==> src/rtl/decoder_nto2n_scan.sv <==
// decoder_nto2n_scan
//   Registered N-to-2^N decoder with active-low outputs and an auto-scan mode.
//   Direct mode decodes sel. Scan mode walks one low output through indices
//   0..scan_last. Each index is held for dwell+1 cycles. BLANK_CYC all-high
//   cycles are inserted between steps so no two outputs overlap.
//
// Ports
//   clk, rst_n  clock, asynchronous active-low reset
//   en          active-high enable; en=0 forces all outputs high
//   mode        0 = direct decode, 1 = auto-scan
//   sel         direct-mode index
//   dwell       scan hold time minus one; sampled whenever the dwell counter loads
//   scan_last   last scan index; sampled at each step
//   y_n         decoded outputs, active low, registered
//   idx         index currently or last driven
//   active      high while one y_n bit is low
//   wrap        one-cycle pulse when a scan step returns to index 0

// One output lane: compares the next index against its own lane number.
module decoder_nto2n_scan_lane #(
  parameter int SEL_W = 3,
  parameter int LANE  = 0
) (
  input  logic [SEL_W-1:0] sel,
  input  logic             drv,
  output logic             y_n
);
  assign y_n = ~(drv && (sel == SEL_W'(LANE)));
endmodule

module decoder_nto2n_scan #(
  parameter int SEL_W     = 3,
  parameter int DWELL_W   = 8,
  parameter int BLANK_CYC = 1
) (
  input  logic                  clk,
  input  logic                  rst_n,
  input  logic                  en,
  input  logic                  mode,
  input  logic [SEL_W-1:0]      sel,
  input  logic [DWELL_W-1:0]    dwell,
  input  logic [SEL_W-1:0]      scan_last,
  output logic [(1<<SEL_W)-1:0] y_n,
  output logic [SEL_W-1:0]      idx,
  output logic                  active,
  output logic                  wrap
);
  localparam int NOUT = 1 << SEL_W;
  localparam int BW   = (BLANK_CYC > 1) ? $clog2(BLANK_CYC) : 1;
  localparam logic [BW-1:0] BLOAD = BW'((BLANK_CYC > 0) ? BLANK_CYC - 1 : 0);

  typedef enum logic [1:0] {IDLE, DIRECT, SCAN_ON, SCAN_BLANK} state_t;

  state_t               state, state_d;
  logic [SEL_W-1:0]     idx_d;
  logic                 drv_d, wrap_d, do_step, last_hit;
  logic [DWELL_W-1:0]   dcnt, dcnt_d;
  logic [BW-1:0]        bcnt, bcnt_d;
  logic [NOUT-1:0]      y_n_d;

  // >= so that lowering scan_last below the current index wraps on the next step
  assign last_hit = (idx >= scan_last);

  always_comb begin
    state_d = state;
    idx_d   = idx;
    drv_d   = active;
    wrap_d  = 1'b0;
    dcnt_d  = dcnt;
    bcnt_d  = bcnt;
    do_step = 1'b0;
    if (!en) begin
      state_d = IDLE;
      drv_d   = 1'b0;
    end else if (!mode) begin
      state_d = DIRECT;
      idx_d   = sel;
      drv_d   = 1'b1;
    end else begin
      case (state)
        IDLE, DIRECT: begin
          // scan entry always restarts at index 0
          state_d = SCAN_ON;
          idx_d   = '0;
          drv_d   = 1'b1;
          dcnt_d  = dwell;
        end
        SCAN_ON: begin
          if (dcnt != '0) begin
            dcnt_d = dcnt - DWELL_W'(1);
          end else if (BLANK_CYC > 0) begin
            state_d = SCAN_BLANK;
            drv_d   = 1'b0;
            bcnt_d  = BLOAD;
          end else begin
            do_step = 1'b1;
          end
        end
        SCAN_BLANK: begin
          if (bcnt != '0) bcnt_d = bcnt - BW'(1);
          else            do_step = 1'b1;
        end
        default: begin
          state_d = IDLE;
          drv_d   = 1'b0;
        end
      endcase
      if (do_step) begin
        state_d = SCAN_ON;
        idx_d   = last_hit ? '0 : idx + SEL_W'(1);
        wrap_d  = last_hit;
        drv_d   = 1'b1;
        dcnt_d  = dwell;
      end
    end
  end

  // Outputs are decoded from a single index, so at most one bit can be low.
  for (genvar g = 0; g < NOUT; g++) begin : g_lane
    decoder_nto2n_scan_lane #(.SEL_W(SEL_W), .LANE(g)) u_lane (
      .sel (idx_d),
      .drv (drv_d),
      .y_n (y_n_d[g])
    );
  end

  always_ff @(posedge clk or negedge rst_n) begin
    if (!rst_n) begin
      state  <= IDLE;
      y_n    <= '1;
      idx    <= '0;
      active <= 1'b0;
      wrap   <= 1'b0;
      dcnt   <= '0;
      bcnt   <= '0;
    end else begin
      state  <= state_d;
      y_n    <= y_n_d;
      idx    <= idx_d;
      active <= drv_d;
      wrap   <= wrap_d;
      dcnt   <= dcnt_d;
      bcnt   <= bcnt_d;
    end
  end
endmodule

==> config.mk <==
export PLATFORM = sky130hd
export DESIGN_NAME = decoder_nto2n_scan
export DESIGN_NICKNAME = d
export VERILOG_FILES = /design/src/rtl/decoder_nto2n_scan.sv
export SDC_FILE = /design/constraint.sdc
export NUM_CORES = 1
export LEC_CHECK = 0
export CAP_MARGIN = 20
export CORE_MARGIN = 10
export CORE_UTILIZATION = 49
export DETAILED_ROUTE_END_ITERATION = 12
export MAX_ROUTING_LAYER = met4
export PLACE_DENSITY = 0.79
export SLEW_MARGIN = 20
export SYNTH_ARGS = -nofsm -noshare
export SYNTH_HDL_FRONTEND = slang
export SYNTH_SLANG_ARGS = --single-unit
export TNS_END_PERCENT = 30
==> constraint.sdc <==
create_clock -name clk -period 2.8 [get_ports clk]
set_clock_uncertainty 0.05 [all_clocks]
set_input_delay 0.28 -clock clk [delete_from_list [all_inputs] [get_ports clk]]
set_output_delay 0.28 -clock clk [all_outputs]
set_load 0.02 [all_outputs]
==> reports/results.txt <==
ys async rst share -> 1.00
Reg area -> 586 um2
drt first-iter violations -> 49
drt drc -> 0
met1 Use GR -> 0.136
most frequent CP cell -> o21ai_0
die area -> 5090 um2
CP Launch Point -> dcnt[0]
fraction of final layout cells sized beyond drive strength 1 -> 0.135
M2 GR Usage -> 0.200
Initial Util -> 0.517
synthesized instance count -> 131
post-route design area -> 1650 um2
Slew HR -> 0.364
worst vdd ir -> 0.387 mV
first-pass GRT wire length -> 5.04 mm
final hold viol count -> 0
Pwr per Cell Area -> 462 nW/um2
hold crit path type -> in2async
core box area -> 2500 um2
Worst-path clk slew -> 0.13 ns
final setup margin -> 0.460 ns
gr busiest metal -> met2
reg2reg setup slack -> 0.46 ns
hold-fix buffers at CTS -> 0
Core Util, Final -> 0.660
Synth Cell Area -> 1290 um2
GRT Total Usage -> 0.122
crit-path cells -> inv_1 -> ha_1 -> or3b_2 -> o31ai_1 -> o21ai_0 -> o21ai_0
FMAX -> 427 MHz
pre-CTS setup slack -> 0.296 ns
number of global-route vias before repair -> 1,084
synth warn -> 0
synth-to-layout area growth -> 27.6%
CTS tree -> yes
CTS Buf Count -> 3
multi-input logic area -> 649 um2
1st-pass router iterations -> 4
most common cell after layout, fill and taps aside -> clkdlybuf4s50_1
largest net degree at the start of global routing -> 24
fin crit share -> 0.836
Top FF cell, synth -> dfrtp_1
Placer Congestion -> 0.944
syn_area_per_cell -> 9.87 um2
critical-path maximum fanout -> 7
met3 usage -> 0.0441
r2r endpoint -> dcnt[2]
slowest stage cell, crit path -> o31ai_1
IO Pins -> 31
Worst Path Required -> 2.99 ns
largest area contributor in the netlist -> dfrtp_1
post-CTS setup buffers -> 0
Worst setup endpoint -> dcnt[2]
final WL -> 3.02 mm
status -> complete, no violations
port bufs -> 30
Critical Path Start Type -> flop
ANT nets after route -> 0
Reg-to-Reg Start -> dcnt[0]
Period minus WS final -> 2.34 ns
Mapped Nets -> 155
Worst-Skew Late Latency -> 0.31 ns
fin. max-slew vios -> 0
placement row count -> 18
#FFs+latches synth -> 23
GRT Residual Overflow -> 0
post-synth cell types -> 43
root buffer cell -> clkbuf_4
filler cell count in the final layout -> 218
Yosys top cell area share -> 0.290
placed inst area -> 1620 um2
worst slew pin tran -> 0.952 ns
Post-synth EDFFs -> 0
data arrival time of the worst path -> 2.53 ns
crit end category -> flop
H-Tree Level Count -> 1
Avg Vias per Cell -> 5.85
largest stage delay on the critical path -> 0.66 ns
worst-case clock buffer depth -> 2
CTS sink count -> 23
most frequent cells in the layout -> clkdlybuf4s50_1 (30), dfrtp_1 (15), nor2_1 (11)
reg2reg path depth -> 6
critical path type -> reg2reg
Routed WL per cell -> 15.7 um
via count -> 1,129
sequential share of the synthesized area -> 0.453
Static Leakage -> 0.705 nW
nets -> 188
Die Span X -> 71.4 um
diodes inserted -> 0
RSZ-0062 raised after global routing -> false
setup TNS -> 0 ns
initial antenna violation count -> 0
top cells by area, synth -> dfrtp_1 (29%), dfstp_2 (16%), ha_1 (5.8%), o21ai_0 (3.9%), nand4_1 (3.4%)
die height -> 71.4 um
Max-Cap Viols -> 0
HPWL Detailed -> 2.41 mm
# resized after CTS -> 0
final number of setup-violating endpoints -> 0
[kinds of logic (layout without fill, tap and decap cells)]
kind of cell               after synthesis  after routing  share of synthesized area
adders and majority gates                6              6                     0.0581
AOI/OAI and AO/OA                       40             40                      0.221
DFF                                     23             23                      0.453
xor gates and xnor gates                 1              1                    0.00678
buffers and inverters                   13             45                     0.0445
and+or+nand+nor                         48             48                      0.217
[routing by layer]
metal	share of wire	vias to the layer above
met5	0	-
met4	0.013	0
met3	0.069	4
met2	0.51	36
met1	0.41	538
li1	-	551
[cells in the mapped netlist, types with 2 or more instances]
| cell type | count |
|---|---|
| dfrtp_1 | 15 |
| nor2_1 | 11 |
| o21ai_0 | 10 |
| dfstp_2 | 8 |
| a21oi_1 | 7 |
| inv_1 | 7 |
| nand4_1 | 7 |
| ha_1 | 6 |
| nand2_1 | 6 |
| a21o_1 | 4 |
| a22oi_1 | 4 |
| nand3_1 | 4 |
| nand2b_1 | 3 |
| a21boi_0 | 2 |
| and3_1 | 2 |
| clkbuf_1 | 2 |
| inv_2 | 2 |
| nand3b_1 | 2 |
| nor3_1 | 2 |
| nor4_1 | 2 |
| o2bb2ai_1 | 2 |
| or4b_1 | 2 |
[worst min path at each step]
stage,from,to,cells after the start
floorplan,rst_n,active,0
global placement,dcnt[7],dcnt[7],1
detailed placement,dcnt[7],dcnt[7],1
CTS,rst_n,active,1
global route,rst_n,dcnt[0],1
finish,rst_n,dcnt[6],1
[worst max-delay path, delay by kind of cell (launching register included)]
| family | cells | cell delay (ns) |
|---|---|---|
| AOI/OAI and AO/OA | 3 | 0.99 |
| and+or+nand+nor | 1 | 0.49 |
| DFF | 1 | 0.45 |
| adders and majority gates | 1 | 0.16 |
| buffers and inverters | 1 | 0.12 |
[state kept, by name, summed over array words and instances (netlist names)]
signal and flops:
active 1, dcnt 8, idx 3, state 2, wrap 1, y_n 8
[report_power, final]
group,leakage (nW),internal (mW),switching (mW),total (mW)
Sequential,0.266,0.368,0.0358,0.404
Clock,0.0177,0.0534,0.0998,0.153
Combinational,0.422,0.0958,0.109,0.204
[cell type report]
type                            count  area share
Timing Repair Buffer               32       0.191
Multi-Input combinational cell     95       0.394
Tap cell                           30      0.0228
Clock inverter                      1     0.00303
Inverter                            9      0.0205
Clock buffer                        3      0.0137
Sequential cell                    23       0.355
[stage by stage]
stage | hold slack, ns | cells | power [mW]
2_1_floorplan | -0.0656 | 131 | 0.526
3_3_place_gp | 0.447 | 189 | 0.606
3_5_place_dp | 0.476 | 189 | 0.614
4_1_cts | 0.473 | 193 | 0.768
5_1_grt | 0.504 | 193 | 0.811
6_report | 0.433 | 193 | 0.761
Note: power is estimated with default switching activity, not from simulation.
